`config.mk`:
```
export PLATFORM = sky130hd
export DESIGN_NAME = alu_arbiter_flat
export DESIGN_NICKNAME = d
export VERILOG_FILES = /design/src/rtl/alu_arbiter_if.sv /design/src/rtl/alu_arbiter.sv /design/src/flat_wrapper.sv
export SDC_FILE = /design/constraint.sdc
export NUM_CORES = 1
export LEC_CHECK = 0
export BUFFER_PORTS_ARGS = -buffer_cell sky130_fd_sc_hd__buf_2
export CORE_AREA = 2 2 110 112
export CTS_CLUSTER_SIZE = 30
export DETAILED_ROUTE_END_ITERATION = 10
export DIE_AREA = 0 0 112 114
export GPL_ROUTABILITY_DRIVEN = 0
export PLACE_DENSITY = 0.79
export SYNTH_ARGS = -nofsm -noshare
export SYNTH_HDL_FRONTEND = slang
export SYNTH_SLANG_ARGS = --single-unit
```
`constraint.sdc`:
```
create_clock -name clk -period 10.7 [get_ports clk]
set_input_delay 2.14 -clock clk [delete_from_list [all_inputs] [get_ports clk]]
set_output_delay 2.14 -clock clk [all_outputs]
set_load 0.02 [all_outputs]
```
`src/rtl/alu_arbiter_if.sv`:
```
// alu_arbiter_if -- bundle of every non-clock signal of alu_arbiter.
//   req0_*/req1_* : request channels (valid/ready, operands a/b, op code)
//   rsp0_*/rsp1_* : response channels (valid/ready), sharing rsp_result,
//                   rsp_zero and rsp_err
//   alu_*         : connection to the shared ALU (operands/control out,
//                   result/zero in)
//   busy          : arbiter is not idle
// Modports: master = requesters plus shared ALU (environment side),
//           slave  = the arbiter itself.
interface alu_arbiter_if #(
  parameter int DATA_W = 32
);
  logic              req0_valid;
  logic              req0_ready;
  logic [DATA_W-1:0] req0_a;
  logic [DATA_W-1:0] req0_b;
  logic [3:0]        req0_op;
  logic              req1_valid;
  logic              req1_ready;
  logic [DATA_W-1:0] req1_a;
  logic [DATA_W-1:0] req1_b;
  logic [3:0]        req1_op;
  logic              rsp0_valid;
  logic              rsp0_ready;
  logic              rsp1_valid;
  logic              rsp1_ready;
  logic [DATA_W-1:0] rsp_result;
  logic              rsp_zero;
  logic              rsp_err;
  logic [DATA_W-1:0] alu_in_1;
  logic [DATA_W-1:0] alu_in_2;
  logic [3:0]        alu_ctrl;
  logic [DATA_W-1:0] alu_result;
  logic              alu_zero;
  logic              busy;

  modport master (
    output req0_valid, req0_a, req0_b, req0_op,
    output req1_valid, req1_a, req1_b, req1_op,
    input  req0_ready, req1_ready,
    input  rsp0_valid, rsp1_valid, rsp_result, rsp_zero, rsp_err,
    output rsp0_ready, rsp1_ready,
    input  alu_in_1, alu_in_2, alu_ctrl,
    output alu_result, alu_zero,
    input  busy
  );

  modport slave (
    input  req0_valid, req0_a, req0_b, req0_op,
    input  req1_valid, req1_a, req1_b, req1_op,
    output req0_ready, req1_ready,
    output rsp0_valid, rsp1_valid, rsp_result, rsp_zero, rsp_err,
    input  rsp0_ready, rsp1_ready,
    output alu_in_1, alu_in_2, alu_ctrl,
    input  alu_result, alu_zero,
    output busy
  );
endinterface

```
`src/rtl/alu_arbiter.sv`:
```
// alu_arbiter -- shares one ALU between two requesters.
//   clk : clock, all state changes on the rising edge
//   rst : asynchronous active-high reset
//   bus : alu_arbiter_if.slave (request/response channels, ALU link, busy)
// One operation at a time: IDLE accepts a request (round-robin on
// contention), EXEC samples the ALU for one cycle, RESP holds the result
// until the owning requester consumes it.
module alu_arbiter #(
  parameter int DATA_W = 32
) (
  input  logic        clk,
  input  logic        rst,
  alu_arbiter_if.slave bus
);

  typedef enum logic [1:0] {IDLE, EXEC, RESP} state_t;

  localparam logic [3:0] OP_ADD = 4'b0010;
  localparam logic [3:0] OP_SUB = 4'b0110;
  localparam logic [3:0] OP_XOR = 4'b0000;
  localparam logic [3:0] OP_OR  = 4'b0001;

  state_t            state_reg, state_next;
  logic              last_grant_reg;
  logic              owner_reg;
  logic [DATA_W-1:0] a_reg, b_reg;
  logic [3:0]        op_reg;
  logic [DATA_W-1:0] result_reg;
  logic              zero_reg;
  logic              err_reg;

  logic any_valid;
  logic grant;
  logic accept;
  logic op_ok;
  logic rsp_fire;

  // Grant: a lone requester wins; on contention the one not served last.
  always_comb begin
    any_valid = bus.req0_valid | bus.req1_valid;
    if (bus.req0_valid && bus.req1_valid) begin
      grant = ~last_grant_reg;
    end else begin
      grant = bus.req1_valid;
    end
  end

  // Readies are gated by rst so they drop the instant reset asserts.
  assign accept         = (state_reg == IDLE) && any_valid && !rst;
  assign bus.req0_ready = accept && !grant;
  assign bus.req1_ready = accept && grant;

  assign rsp_fire = (state_reg == RESP) &&
                    (owner_reg ? bus.rsp1_ready : bus.rsp0_ready);

  always_comb begin
    op_ok = 1'b0;
    case (op_reg)
      OP_ADD, OP_SUB, OP_XOR, OP_OR: op_ok = 1'b1;
      default:                       op_ok = 1'b0;
    endcase
  end

  // Next-state logic.
  always_comb begin
    state_next = state_reg;
    case (state_reg)
      IDLE: if (accept) state_next = EXEC;
      EXEC: state_next = RESP;
      RESP: if (rsp_fire) state_next = IDLE;
      default: state_next = IDLE;
    endcase
  end

  always_ff @(posedge clk or posedge rst) begin
    if (rst) begin
      state_reg <= IDLE;
    end else begin
      state_reg <= state_next;
    end
  end

  // Capture the granted request; sample the ALU during EXEC.
  always_ff @(posedge clk or posedge rst) begin
    if (rst) begin
      last_grant_reg <= 1'b1;
      owner_reg      <= 1'b0;
      a_reg          <= '0;
      b_reg          <= '0;
      op_reg         <= 4'b0000;
      result_reg     <= '0;
      zero_reg       <= 1'b0;
      err_reg        <= 1'b0;
    end else begin
      if (accept) begin
        owner_reg      <= grant;
        last_grant_reg <= grant;
        a_reg          <= grant ? bus.req1_a  : bus.req0_a;
        b_reg          <= grant ? bus.req1_b  : bus.req0_b;
        op_reg         <= grant ? bus.req1_op : bus.req0_op;
      end
      if (state_reg == EXEC) begin
        if (op_ok) begin
          result_reg <= bus.alu_result;
          zero_reg   <= bus.alu_zero;
          err_reg    <= 1'b0;
        end else begin
          // Unknown op: the ALU's answer is meaningless, report an error.
          result_reg <= '0;
          zero_reg   <= 1'b0;
          err_reg    <= 1'b1;
        end
      end
    end
  end

  // The ALU only ever sees captured operands.
  assign bus.alu_in_1 = a_reg;
  assign bus.alu_in_2 = b_reg;
  assign bus.alu_ctrl = op_reg;

  assign bus.rsp0_valid = (state_reg == RESP) && !owner_reg && !rst;
  assign bus.rsp1_valid = (state_reg == RESP) &&  owner_reg && !rst;
  assign bus.rsp_result = result_reg;
  assign bus.rsp_zero   = zero_reg;
  assign bus.rsp_err    = err_reg;
  assign bus.busy       = (state_reg != IDLE) && !rst;

endmodule

```
`src/flat_wrapper.sv`:
```
// flat-port wrapper written by rule: the top's interface ports become plain ports
module alu_arbiter_flat 
#(
  parameter int DATA_W = 32
)
  (clk, rst, bus_req0_valid, bus_req0_a, bus_req0_b, bus_req0_op, bus_req1_valid, bus_req1_a, bus_req1_b, bus_req1_op, bus_req0_ready, bus_req1_ready, bus_rsp0_valid, bus_rsp1_valid, bus_rsp_result, bus_rsp_zero, bus_rsp_err, bus_rsp0_ready, bus_rsp1_ready, bus_alu_in_1, bus_alu_in_2, bus_alu_ctrl, bus_alu_result, bus_alu_zero, bus_busy);
  alu_arbiter_if #(.DATA_W(DATA_W)) bus_i ();
  input  logic clk;
  input  logic rst;
  input wire logic [$bits(bus_i.req0_valid)-1:0] bus_req0_valid;
  input wire logic [$bits(bus_i.req0_a)-1:0] bus_req0_a;
  input wire logic [$bits(bus_i.req0_b)-1:0] bus_req0_b;
  input wire logic [$bits(bus_i.req0_op)-1:0] bus_req0_op;
  input wire logic [$bits(bus_i.req1_valid)-1:0] bus_req1_valid;
  input wire logic [$bits(bus_i.req1_a)-1:0] bus_req1_a;
  input wire logic [$bits(bus_i.req1_b)-1:0] bus_req1_b;
  input wire logic [$bits(bus_i.req1_op)-1:0] bus_req1_op;
  output wire logic [$bits(bus_i.req0_ready)-1:0] bus_req0_ready;
  output wire logic [$bits(bus_i.req1_ready)-1:0] bus_req1_ready;
  output wire logic [$bits(bus_i.rsp0_valid)-1:0] bus_rsp0_valid;
  output wire logic [$bits(bus_i.rsp1_valid)-1:0] bus_rsp1_valid;
  output wire logic [$bits(bus_i.rsp_result)-1:0] bus_rsp_result;
  output wire logic [$bits(bus_i.rsp_zero)-1:0] bus_rsp_zero;
  output wire logic [$bits(bus_i.rsp_err)-1:0] bus_rsp_err;
  input wire logic [$bits(bus_i.rsp0_ready)-1:0] bus_rsp0_ready;
  input wire logic [$bits(bus_i.rsp1_ready)-1:0] bus_rsp1_ready;
  output wire logic [$bits(bus_i.alu_in_1)-1:0] bus_alu_in_1;
  output wire logic [$bits(bus_i.alu_in_2)-1:0] bus_alu_in_2;
  output wire logic [$bits(bus_i.alu_ctrl)-1:0] bus_alu_ctrl;
  input wire logic [$bits(bus_i.alu_result)-1:0] bus_alu_result;
  input wire logic [$bits(bus_i.alu_zero)-1:0] bus_alu_zero;
  output wire logic [$bits(bus_i.busy)-1:0] bus_busy;
  assign bus_i.req0_valid = bus_req0_valid;
  assign bus_i.req0_a = bus_req0_a;
  assign bus_i.req0_b = bus_req0_b;
  assign bus_i.req0_op = bus_req0_op;
  assign bus_i.req1_valid = bus_req1_valid;
  assign bus_i.req1_a = bus_req1_a;
  assign bus_i.req1_b = bus_req1_b;
  assign bus_i.req1_op = bus_req1_op;
  assign bus_req0_ready = bus_i.req0_ready;
  assign bus_req1_ready = bus_i.req1_ready;
  assign bus_rsp0_valid = bus_i.rsp0_valid;
  assign bus_rsp1_valid = bus_i.rsp1_valid;
  assign bus_rsp_result = bus_i.rsp_result;
  assign bus_rsp_zero = bus_i.rsp_zero;
  assign bus_rsp_err = bus_i.rsp_err;
  assign bus_i.rsp0_ready = bus_rsp0_ready;
  assign bus_i.rsp1_ready = bus_rsp1_ready;
  assign bus_alu_in_1 = bus_i.alu_in_1;
  assign bus_alu_in_2 = bus_i.alu_in_2;
  assign bus_alu_ctrl = bus_i.alu_ctrl;
  assign bus_i.alu_result = bus_alu_result;
  assign bus_i.alu_zero = bus_alu_zero;
  assign bus_busy = bus_i.busy;
  alu_arbiter #(.DATA_W(DATA_W)) u_core (.clk(clk), .rst(rst), .bus(bus_i));
endmodule
```
==> results.tsv <==
metric	value	unit
CTS Buf Count	9	
vias	4467	
Iter 0 DRT Violations	351	
DRT Pass-1 Iters	4	
maxcap violations	0	
most used cell along the critical path	buf_2	
Die X	112	µm
Gate power share	44.3	%
FP Rows	40	
mean post-synth cell area	11.2	µm²
worst slew pin tran	0.914	ns
RSZ-0062 raised after global routing	false	
status	finished, final reports clean	
Worst Path Max Fanout	69	
clock tree sinks	106	
PwrDens	291	mW/mm²
Cell Area, Placed	0.00610	mm²
Hold Path Depth	1	
global-route wire length before repair	21.8	mm
class of the worst hold path	register to register	
H-tree Lvls	3	
fin crit share	52.8	%
full die area	0.0128	mm²
register area share after synthesis	57.3	%
gr ovfl total	0	
CP max stage delay	0.41	ns
clock buffer depth	2	
final net count	841	
All-Layer GR Usage	21.1	%
Fill cells	1049	
EDFF count, synth	0	
net switching power	0.756	mW
Synth cell types	27	
Worst-path clk slew	0.07	ns
switching share of power	40.6	%
port buffer count	281	
wire per inst	16.9	µm
WL final	13.8	mm
CP Cell Sequence	buf_2 -> or3_2 -> buf_4 -> nor3b_1 -> buf_2	
largest net degree at the start of global routing	73	
Vias/cell	5.46	
clk_lat worst skew	0.34	ns
leakage power	3.34	nW
WS Path Type	input port to output pin	
postcts setup bufs	0	
worst rel slew slack	39.0	%
worst vdd ir	0.154	mV
commonest non-fill, non-tap cells in the layout	281 x buf_2, 105 x dfrtp_1, 70 x nand2_1	
Post-CTS Hold Fix Bufs	0	
flops & latches, synth	106	
reg2reg path depth	4	
dpl hpwl	9.45	mm
number of global-route vias before repair	4282	
root buf cell	clkbuf_16	
CTS tree	done	
Detail Route Antenna Nets	0	
WHS	0.502	ns
Critical Path RT	8.56	ns
Final Hold Vio Count	0	
Final Slew Violations	0	
final setup TNS	0	ns
part of the power in registers	37.4	%
Register Area	0.00265	mm²
Clk pwr share	18.3	%
Crit path max-delay family	buffers and inverters	
post-cts sizing count	0	
Post-Syn Area	0.00463	mm²
Post-Syn Nets	587	
most common cell after layout, fill and taps aside	buf_2	
P_int	1.11	mW
n_diodes	0	
Post-synth ARST share	100	%
Design Area, Final	0.00641	mm²
Main synth FF type	dfrtp_1	
Initial Util	39.6	%
multi-input logic area	0.00178	mm²
Worst EP arrival	3.51	ns
Post-Syn Instances	412	
# setup viols final	0	
Placeable Area	0.0117	mm²
fmax	177	MHz
crit path time final	5.65	ns
io pins	282	
antenna violations before repair	0	
Area Overhead vs Synth	38.3	%
Setup crit end kind	output pin	
fraction of layout cells with a size suffix above 1	47.8	%
startpoint types	input port	
Die Height	114	µm
drt drc	0	
Worst path depth	5	
Clock Skews	0.00729	ns
Max stage delay cell, worst path	or3_2	
Buf/Inv on CP	3	
number of warning messages in the yosys log	0	
## metal layers
metal	wire length, µm	part of all wire, %	GRT usage (%)	vias to the layer above
li1	-	-	-	2075
met1	5680	41	28.2	2134
met2	6800	49	34.9	239
met3	1080	7.8	3.93	19
met4	236	1.7	6.83	0
met5	0	0	0	-
## Yosys cell counts, types with 3 or more instances
cell type  count  area [µm²]
nor3_1        60         300
a221o_1       68         681
clkbuf_1      26        97.6
nor3_2         9        90.1
nand2_1       70         263
inv_1          3        11.3
buf_2          9        45.0
buf_1          6        22.5
dfrtp_1      105        2630
buf_4          3        22.5
a22o_1        33         289
## power groups by stage
| stage | Clock, mW | Combinational [mW] | Sequential, mW |
|---|---|---|---|
| 6_report | 0.341 | 0.827 | 0.696 |
| 4_1_cts | 0.352 | 0.836 | 0.696 |
| 3_5_place_dp | 0 | 0.834 | 0.699 |
| 3_3_place_gp | 0 | 0.815 | 0.693 |
| 5_1_grt | 0.368 | 0.883 | 0.717 |
| 2_1_floorplan | 0 | 0.332 | 0.905 |
## logic make-up after synthesis
kind of cell / share of synthesized area (%)
simple gates: 15.7
flops: 57.3
compound gates: 22.1
mux: 0.216
buf+inv: 4.78
## area by class of cell
type / instances / area share [%]
multi-input cells: 257 / 27.8
repair buffers: 289 / 22.9
clock buffers: 11 / 3.94
clock inverters: 5 / 0.937
well taps: 147 / 2.87
inverters: 3 / 0.215
flip-flops and latches: 106 / 41.4
## final timing paths
kind | endpoint | slack, ns | startpoint
setup / recovery | bus_req0_ready | 5.05 | rst
hold / removal | u_core.bus.rsp_result[2]$_DFFE_PP0N_ | 0.50 | u_core.bus.rsp_result[2]$_DFFE_PP0N_
setup reg to reg | u_core.bus.alu_ctrl[2]$_DFFE_PP0P_ | 8.58 | u_core.state_reg[1]$_DFFE_PP0P_
hold reg to reg | u_core.bus.rsp_result[2]$_DFFE_PP0N_ | 0.50 | u_core.bus.rsp_result[2]$_DFFE_PP0N_
max in group asynchronous | u_core.bus.alu_in_2[29]$_DFFE_PP0P_ | 7.57 | rst
min in group asynchronous | u_core.bus.rsp_result[2]$_DFFE_PP0N_ | 1.85 | rst
## per-stage QoR
step / worst slack (ns) / power (mW) / utilization (%) / instances
floorplan: 5.18 / 1.24 / - / 412
global placement: 5.03 / 1.51 / 52.1 / 802
detailed placement: 5.04 / 1.53 / 52.1 / 802
CTS: 5.02 / 1.88 / 54.7 / 818
global route: 4.93 / 1.97 / 54.7 / 818
finish: 5.05 / 1.86 / 54.7 / 818
Note: power is estimated with default switching activity, not from simulation.
